$ cat src/rtl/nand_logic_pipe_if.sv
// Streaming handshake bundle for the nand-built logic pipe.
// The master side offers operand beats and accepts results; the slave side is the pipe itself.
interface nand_logic_pipe_if #(
    parameter int WIDTH = 8
);
    logic             in_valid;
    logic             in_ready;
    logic [2:0]       op;
    logic [WIDTH-1:0] a;
    logic [WIDTH-1:0] b;
    logic             acc;
    logic             in_last;
    logic             out_valid;
    logic             out_ready;
    logic [WIDTH-1:0] out_y;
    logic             out_last;

    modport master (
        output in_valid, op, a, b, acc, in_last, out_ready,
        input  in_ready, out_valid, out_y, out_last
    );

    modport slave (
        input  in_valid, op, a, b, acc, in_last, out_ready,
        output in_ready, out_valid, out_y, out_last
    );
endinterface

$ cat src/rtl/nand_logic_pipe.sv
// Two-stage pipelined bitwise logic unit. Stage 1 captures the beat, stage 2 evaluates one of
// eight two-operand functions through a network of 2-input nand primitives and holds the result.
// An optional accumulate mode folds a burst into a single result emitted on its last beat.
module nand_logic_pipe #(
    parameter int WIDTH  = 8,
    parameter int ACC_EN = 1
) (
    input  logic               clk,
    input  logic               rst,
    nand_logic_pipe_if.slave   bus
);
    localparam logic ACC_ON = (ACC_EN != 0);

    logic             s1_valid;
    logic [2:0]       s1_op;
    logic [WIDTH-1:0] s1_a;
    logic [WIDTH-1:0] s1_b;
    logic             s1_acc;
    logic             s1_last;
    logic             acc_active;
    logic [WIDTH-1:0] acc_reg;

    logic             s2_free;
    logic             s2_adv;
    logic             in_fire;
    logic [WIDTH-1:0] x;
    wire  [WIDTH-1:0] r;

    assign s2_free     = !bus.out_valid || bus.out_ready;
    assign s2_adv      = s1_valid && s2_free;
    assign bus.in_ready = !s1_valid || s2_free;
    assign in_fire     = bus.in_valid && bus.in_ready;
    assign x           = (s1_acc && acc_active) ? acc_reg : s1_a;

    // Op decode: inverted select bits and one-hot selects, all from nand gates.
    wire [2:0] opn;
    wire [7:0] sel;
    nand u_opn0 (opn[0], s1_op[0], s1_op[0]);
    nand u_opn1 (opn[1], s1_op[1], s1_op[1]);
    nand u_opn2 (opn[2], s1_op[2], s1_op[2]);

    wire [1:0] lit0 = {s1_op[0], opn[0]};
    wire [1:0] lit1 = {s1_op[1], opn[1]};
    wire [1:0] lit2 = {s1_op[2], opn[2]};

    genvar i, k;
    for (k = 0; k < 8; k++) begin : g_dec
        localparam logic [2:0] KB = 3'(k);
        wire t21n, t21, seln;
        nand u_t21n (t21n, lit2[KB[2]], lit1[KB[1]]);
        nand u_t21  (t21, t21n, t21n);
        nand u_seln (seln, t21, lit0[KB[0]]);
        nand u_sel  (sel[k], seln, seln);
    end

    // Per-bit function network and 8:1 nand mux; bit i depends only on bit i of x and s1_b.
    for (i = 0; i < WIDTH; i++) begin : g_bit
        wire xi = x[i];
        wire yi = s1_b[i];
        wire f_nand, f_and, nx, ny, f_or, f_nor, t1, t2, f_xor, f_xnor, f_pass;
        nand u_nand (f_nand, xi, yi);
        nand u_and  (f_and, f_nand, f_nand);
        nand u_nx   (nx, xi, xi);
        nand u_ny   (ny, yi, yi);
        nand u_or   (f_or, nx, ny);
        nand u_nor  (f_nor, f_or, f_or);
        nand u_t1   (t1, xi, f_nand);
        nand u_t2   (t2, yi, f_nand);
        nand u_xor  (f_xor, t1, t2);
        nand u_xnor (f_xnor, f_xor, f_xor);
        nand u_pass (f_pass, nx, nx);

        wire [7:0] fv = {f_pass, nx, f_xnor, f_xor, f_nor, f_or, f_and, f_nand};
        wire [7:0] p;
        for (k = 0; k < 8; k++) begin : g_term
            nand u_p (p[k], sel[k], fv[k]);
        end

        wire w01n, w01, w23n, w23, w45n, w45, w67n, w67, w03n, w03, w47n, w47;
        nand u_w01n (w01n, p[0], p[1]);
        nand u_w01  (w01, w01n, w01n);
        nand u_w23n (w23n, p[2], p[3]);
        nand u_w23  (w23, w23n, w23n);
        nand u_w45n (w45n, p[4], p[5]);
        nand u_w45  (w45, w45n, w45n);
        nand u_w67n (w67n, p[6], p[7]);
        nand u_w67  (w67, w67n, w67n);
        nand u_w03n (w03n, w01, w23);
        nand u_w03  (w03, w03n, w03n);
        nand u_w47n (w47n, w45, w67);
        nand u_w47  (w47, w47n, w47n);
        nand u_r    (r[i], w03, w47);
    end

    // Stage 1: capture an accepted beat, or empty out once stage 2 takes it.
    always_ff @(posedge clk or posedge rst) begin
        if (rst) begin
            s1_valid <= 1'b0;
            s1_op    <= '0;
            s1_a     <= '0;
            s1_b     <= '0;
            s1_acc   <= 1'b0;
            s1_last  <= 1'b0;
        end else if (in_fire) begin
            s1_valid <= 1'b1;
            s1_op    <= bus.op;
            s1_a     <= bus.a;
            s1_b     <= bus.b;
            s1_acc   <= bus.acc && ACC_ON;
            s1_last  <= bus.in_last;
        end else if (s2_adv) begin
            s1_valid <= 1'b0;
        end
    end

    // Stage 2: fold into the accumulator mid-chain, otherwise publish the result.
    always_ff @(posedge clk or posedge rst) begin
        if (rst) begin
            bus.out_valid <= 1'b0;
            bus.out_y     <= '0;
            bus.out_last  <= 1'b0;
            acc_active    <= 1'b0;
            acc_reg       <= '0;
        end else begin
            if (bus.out_valid && bus.out_ready) begin
                bus.out_valid <= 1'b0;
            end
            if (s2_adv) begin
                if (s1_acc && !s1_last) begin
                    acc_reg    <= r;
                    acc_active <= 1'b1;
                end else begin
                    bus.out_y     <= r;
                    bus.out_last  <= s1_last;
                    bus.out_valid <= 1'b1;
                    acc_active    <= 1'b0;
                end
            end
        end
    end
endmodule

$ cat src/flat_wrapper.sv
// flat-port wrapper written by rule: the top's interface ports become plain ports
module nand_logic_pipe_flat 
#(
    parameter int WIDTH  = 8,
    parameter int ACC_EN = 1
)
  (clk, rst, bus_in_valid, bus_op, bus_a, bus_b, bus_acc, bus_in_last, bus_out_ready, bus_in_ready, bus_out_valid, bus_out_y, bus_out_last);
  nand_logic_pipe_if #(.WIDTH(WIDTH)) bus_i ();
  input  logic clk;
  input  logic rst;
  input wire logic [$bits(bus_i.in_valid)-1:0] bus_in_valid;
  input wire logic [$bits(bus_i.op)-1:0] bus_op;
  input wire logic [$bits(bus_i.a)-1:0] bus_a;
  input wire logic [$bits(bus_i.b)-1:0] bus_b;
  input wire logic [$bits(bus_i.acc)-1:0] bus_acc;
  input wire logic [$bits(bus_i.in_last)-1:0] bus_in_last;
  input wire logic [$bits(bus_i.out_ready)-1:0] bus_out_ready;
  output wire logic [$bits(bus_i.in_ready)-1:0] bus_in_ready;
  output wire logic [$bits(bus_i.out_valid)-1:0] bus_out_valid;
  output wire logic [$bits(bus_i.out_y)-1:0] bus_out_y;
  output wire logic [$bits(bus_i.out_last)-1:0] bus_out_last;
  assign bus_i.in_valid = bus_in_valid;
  assign bus_i.op = bus_op;
  assign bus_i.a = bus_a;
  assign bus_i.b = bus_b;
  assign bus_i.acc = bus_acc;
  assign bus_i.in_last = bus_in_last;
  assign bus_i.out_ready = bus_out_ready;
  assign bus_in_ready = bus_i.in_ready;
  assign bus_out_valid = bus_i.out_valid;
  assign bus_out_y = bus_i.out_y;
  assign bus_out_last = bus_i.out_last;
  nand_logic_pipe #(.WIDTH(WIDTH), .ACC_EN(ACC_EN)) u_core (.clk(clk), .rst(rst), .bus(bus_i));
endmodule
$ cat config.mk
export PLATFORM = sky130hd
export DESIGN_NAME = nand_logic_pipe_flat
export DESIGN_NICKNAME = d
export VERILOG_FILES = /design/src/rtl/nand_logic_pipe_if.sv /design/src/rtl/nand_logic_pipe.sv /design/src/flat_wrapper.sv
export SDC_FILE = /design/constraint.sdc
export NUM_CORES = 1
export LEC_CHECK = 0
export ABC_AREA = 1
export CORE_MARGIN = 2
export CORE_UTILIZATION = 45
export DETAILED_ROUTE_END_ITERATION = 10
export PLACE_DENSITY = 0.78
export SLEW_MARGIN = 20
export SYNTH_ARGS = -nofsm -noshare
export SYNTH_HDL_FRONTEND = slang
export SYNTH_SLANG_ARGS = --single-unit
$ cat constraint.sdc
create_clock -name clk -period 1.9 [get_ports clk]
set_clock_uncertainty 0.05 [all_clocks]
set_input_delay 0.57 -clock clk [delete_from_list [all_inputs] [get_ports clk]]
set_output_delay 0.57 -clock clk [all_outputs]
set_load 0.005 [all_outputs]
==> flow_summary_export.csv <==
group,metric,value,unit
run_status,run_status,"finished clean",
yosys,synth-main-ff-cell,"dfrtp_1",
setup_path,worst_ep_required_time,2.05,ns
hold_path,hold_class,"flop to flop",
global_routing,grt_start_max_net_pins,42,
power_and_ir_drop,finalPower,3.59,mW
cts,clk_pin_slew,0.09,ns
setup_path,path_delay_family,"simple AND/OR/NAND/NOR gates",
routing,ant_nets,0,
routing,vias_per_cell,5.15,
layout,post-route-cell-area,0.00338,sq mm
setup_path,worstRegToRegCells,12,
cts,cts_made_buffers,5,
power_and_ir_drop,vdd_drop_max,0.676,mV
routing,num_vias,2424,
power_and_ir_drop,power.density,1060,mW/mm^2
timing,period_share,97.3,%
routing,routedWlPerCell,13.2,um
yosys,synth_edf_count,0,
routing,drc,0,
routing,firstDrtPassIters,4,
cts,clock_sinks,41,
timing,finalSetupViolations,0,
placement,port_buffers,35,
yosys,ys_seq_area_share,39.5,%
cts,clock_path_buffers,2,
timing,grt_setup_unrepaired,"yes",
yosys,netlist_top_cells_area,"dfrtp_1 (40%), nand2_1 (18%), ha_1 (7.7%), nand3_1 (6.4%), nand3b_1 (4.6%)",
routing,routed_wirelength,6.21,mm
cts,ctsHtreeMaxLevel,2,
yosys,ys_ff_latch,41,
setup_path,worst_path_most_repeated_cell,"nand2_1",
timing,worst_pin_slew,0.438,ns
yosys,synth_most_common_cell,"nand2_1",
layout,final_layout_size_suffix_gt1_share,21.8,%
setup_path,crit_buf_inv,2,
global_routing,antenna_found_initial,0,
yosys,ys_warn_count,0,
routing,top_layer,"met4",
layout,multi_input_area,0.00149,sq mm
layout,area_delta_synth_final,30.2,%
yosys,synth_cell_types,18,
timing,hold_viol,0,
routing,wl_met3,329,um
layout,utilization,61.0,%
routing,route.met2.wl,2.97,mm
global_routing,gr-total-overflow,0,
placement,postPlaceCellArea,0.00309,sq mm
yosys,synth_cells,348,
setup_path,critPathMaxStageDelay,0.48,ns
layout,fillers,493,
yosys,yosys.area.top_type,"dfrtp_1",
floorplan,fp.dieH,79.9,um
timing,fmax,0.541,GHz
floorplan,die_w,79.9,um
cts,cts_tree,"done",
yosys,synth_common_cells,"nand2_1 (123), dfrtp_1 (41), nand3_1 (33)",
timing,slew_headroom,70.8,%
job,drv_cap,0,
cts,clkLatencyLatePin,0.31,ns
layout,final_nets,439,
routing,drt_iter0_drc,271,
layout,diodes,0,
hold_path,hold_depth,2,
timing,slew_viol_final,0,
yosys,synthArstFlopShare,100,%
power_and_ir_drop,p_leak,1.77,nW
setup_path,cp-end-kind,"flop",
yosys,synth_nets,389,
layout,seqCellArea,0.00103,sq mm
cts,clockRootBuffer,"clkbuf_8",
setup_path,crit_type,"flop to flop",
yosys,netlist.area_leader.share,39.5,%
setup_path,cp.depth,12,
setup_path,crit_fanout,8,
yosys,netlist_area,0.00259,sq mm
setup_path,critPathLaunchType,"flop",
setup_path,path_cells,"nand2_4, nand2_1, nand2_2, inv_1, ha_1, inv_1, nand4_1, nand2_1, nor2_1, nand2_1, nand2_1, nand2_1",
floorplan,boundaryPins,36,
global_routing,grt_pass1_vias,2212,
placement,hpwl,4.08,mm
floorplan,start_util,46.8,%
timing,holdWs,0.437,ns
routing,m1WireLength,2.67,mm
setup_path,cp_slowest_cell,"dfrtp_2",
global_routing,gr-usage-all-layers,19.7,%
global_routing,grt_pass1_wl,9.98,mm
floorplan,core_area,0.00554,sq mm
setup_path,cp_data_arrival_time,2.00,ns
cts,ctsHoldBuffers,0,
floorplan,rows,27,
floorplan,die-area,0.00639,sq mm
timing,fin_crit,1.85,ns
yosys,syn_area_per_cell,7.46,sq um
placement,place_congestion,0.861,
[worst register-to-register path, cell delays in order, from the launching register on]
cell and delay, ns:
dfrtp_2 0.48, nand2_4 0.16, nand2_1 0.12, nand2_2 0.10, inv_1 0.05, ha_1 0.29
inv_1 0.04, nand4_1 0.07, nand2_1 0.06, nor2_1 0.10, nand2_1 0.10, nand2_1 0.07
nand2_1 0.05
[power breakdown]
group	internal [mW]	switching (mW)	total, mW
Sequential	1.13	0.201	1.33
Clock	0.295	0.332	0.626
Combinational	0.757	0.875	1.63
Total	2.18	1.41	3.59
[timing repair]
item / CTS / global route
pin swaps: 0 / 15
setup endpoints to repair: 3 / 17
buffers inserted: 1 / 8
gates cloned: 0 / 0
resized for setup: 6 / 34
endpoints found under the hold margin: 0 / 0
[cell families after synthesis]
kind of cell               after synthesis  share of synthesized area (%)
adders and majority gates               16                           7.71
muxes                                   10                           4.34
AOI/OAI and AO/OA                       11                           2.12
DFF                                     41                           39.5
buffers and inverters                   47                           7.71
and+or+nand+nor                        223                           38.6
[area by class of cell]
class,instances,share of cell area (%)
inverters,32,3.56
repair buffers,58,16.3
clock buffers,6,2.44
clock inverters,2,0.407
well taps,72,2.67
flip-flops and latches,41,30.4
multi-input cells,260,44.2
[metrics by stage]
stage	setup WS (ns)	TNS, ns	std cells
finish	0.0516	0	471
detailed placement	-0.441	-1.79	454
CTS	0.0134	0	463
floorplan	0.245	0	348
global placement	-0.414	-0.764	454
global route	-0.104	-0.320	471
[routing by layer]
metal  vias up  global-route usage [%]
met4         0                    6.78
met2        68                    32.1
met3        20                    3.73
met5         -                       0
li1       1223                       -
met1      1113                    26.2
[final timing paths]
check / startpoint / to / slack, ns
max: u_core.acc_active$_DFFE_PP0P_ / u_core.acc_reg[6]$_DFFE_PP0P_ / 0.05
min: u_core.bus.out_y[3]$_DFFE_PP0P_ / u_core.bus.out_y[3]$_DFFE_PP0P_ / 0.44
max reg2reg: u_core.acc_active$_DFFE_PP0P_ / u_core.acc_reg[6]$_DFFE_PP0P_ / 0.05
min reg2reg: u_core.bus.out_y[3]$_DFFE_PP0P_ / u_core.bus.out_y[3]$_DFFE_PP0P_ / 0.44
max in group asynchronous: rst / u_core.s1_acc$_DFFE_PP0P_ / 1.03
min in group asynchronous: rst / u_core.acc_active$_DFFE_PP0P_ / 0.56
[cells in the final DEF (no fill, tap or decap), types with 2 or more instances in the layout]
cell               n
clkdlybuf4s50_1   33
nor2_2             7
buf_4             20
nand2_4            2
dfrtp_2            2
clkbuf_8           6
nand2_1          105
mux2_2            10
nand2_2           18
inv_2              7
nand3b_1          16
nand3_1           28
ha_1              13
nand4_1           16
nor2_1            25
a21oi_1           11
nand3_2            5
dfrtp_1           39
buf_12             2
inv_1             25
ha_4               3
Power figures use the tool's default switching activity.
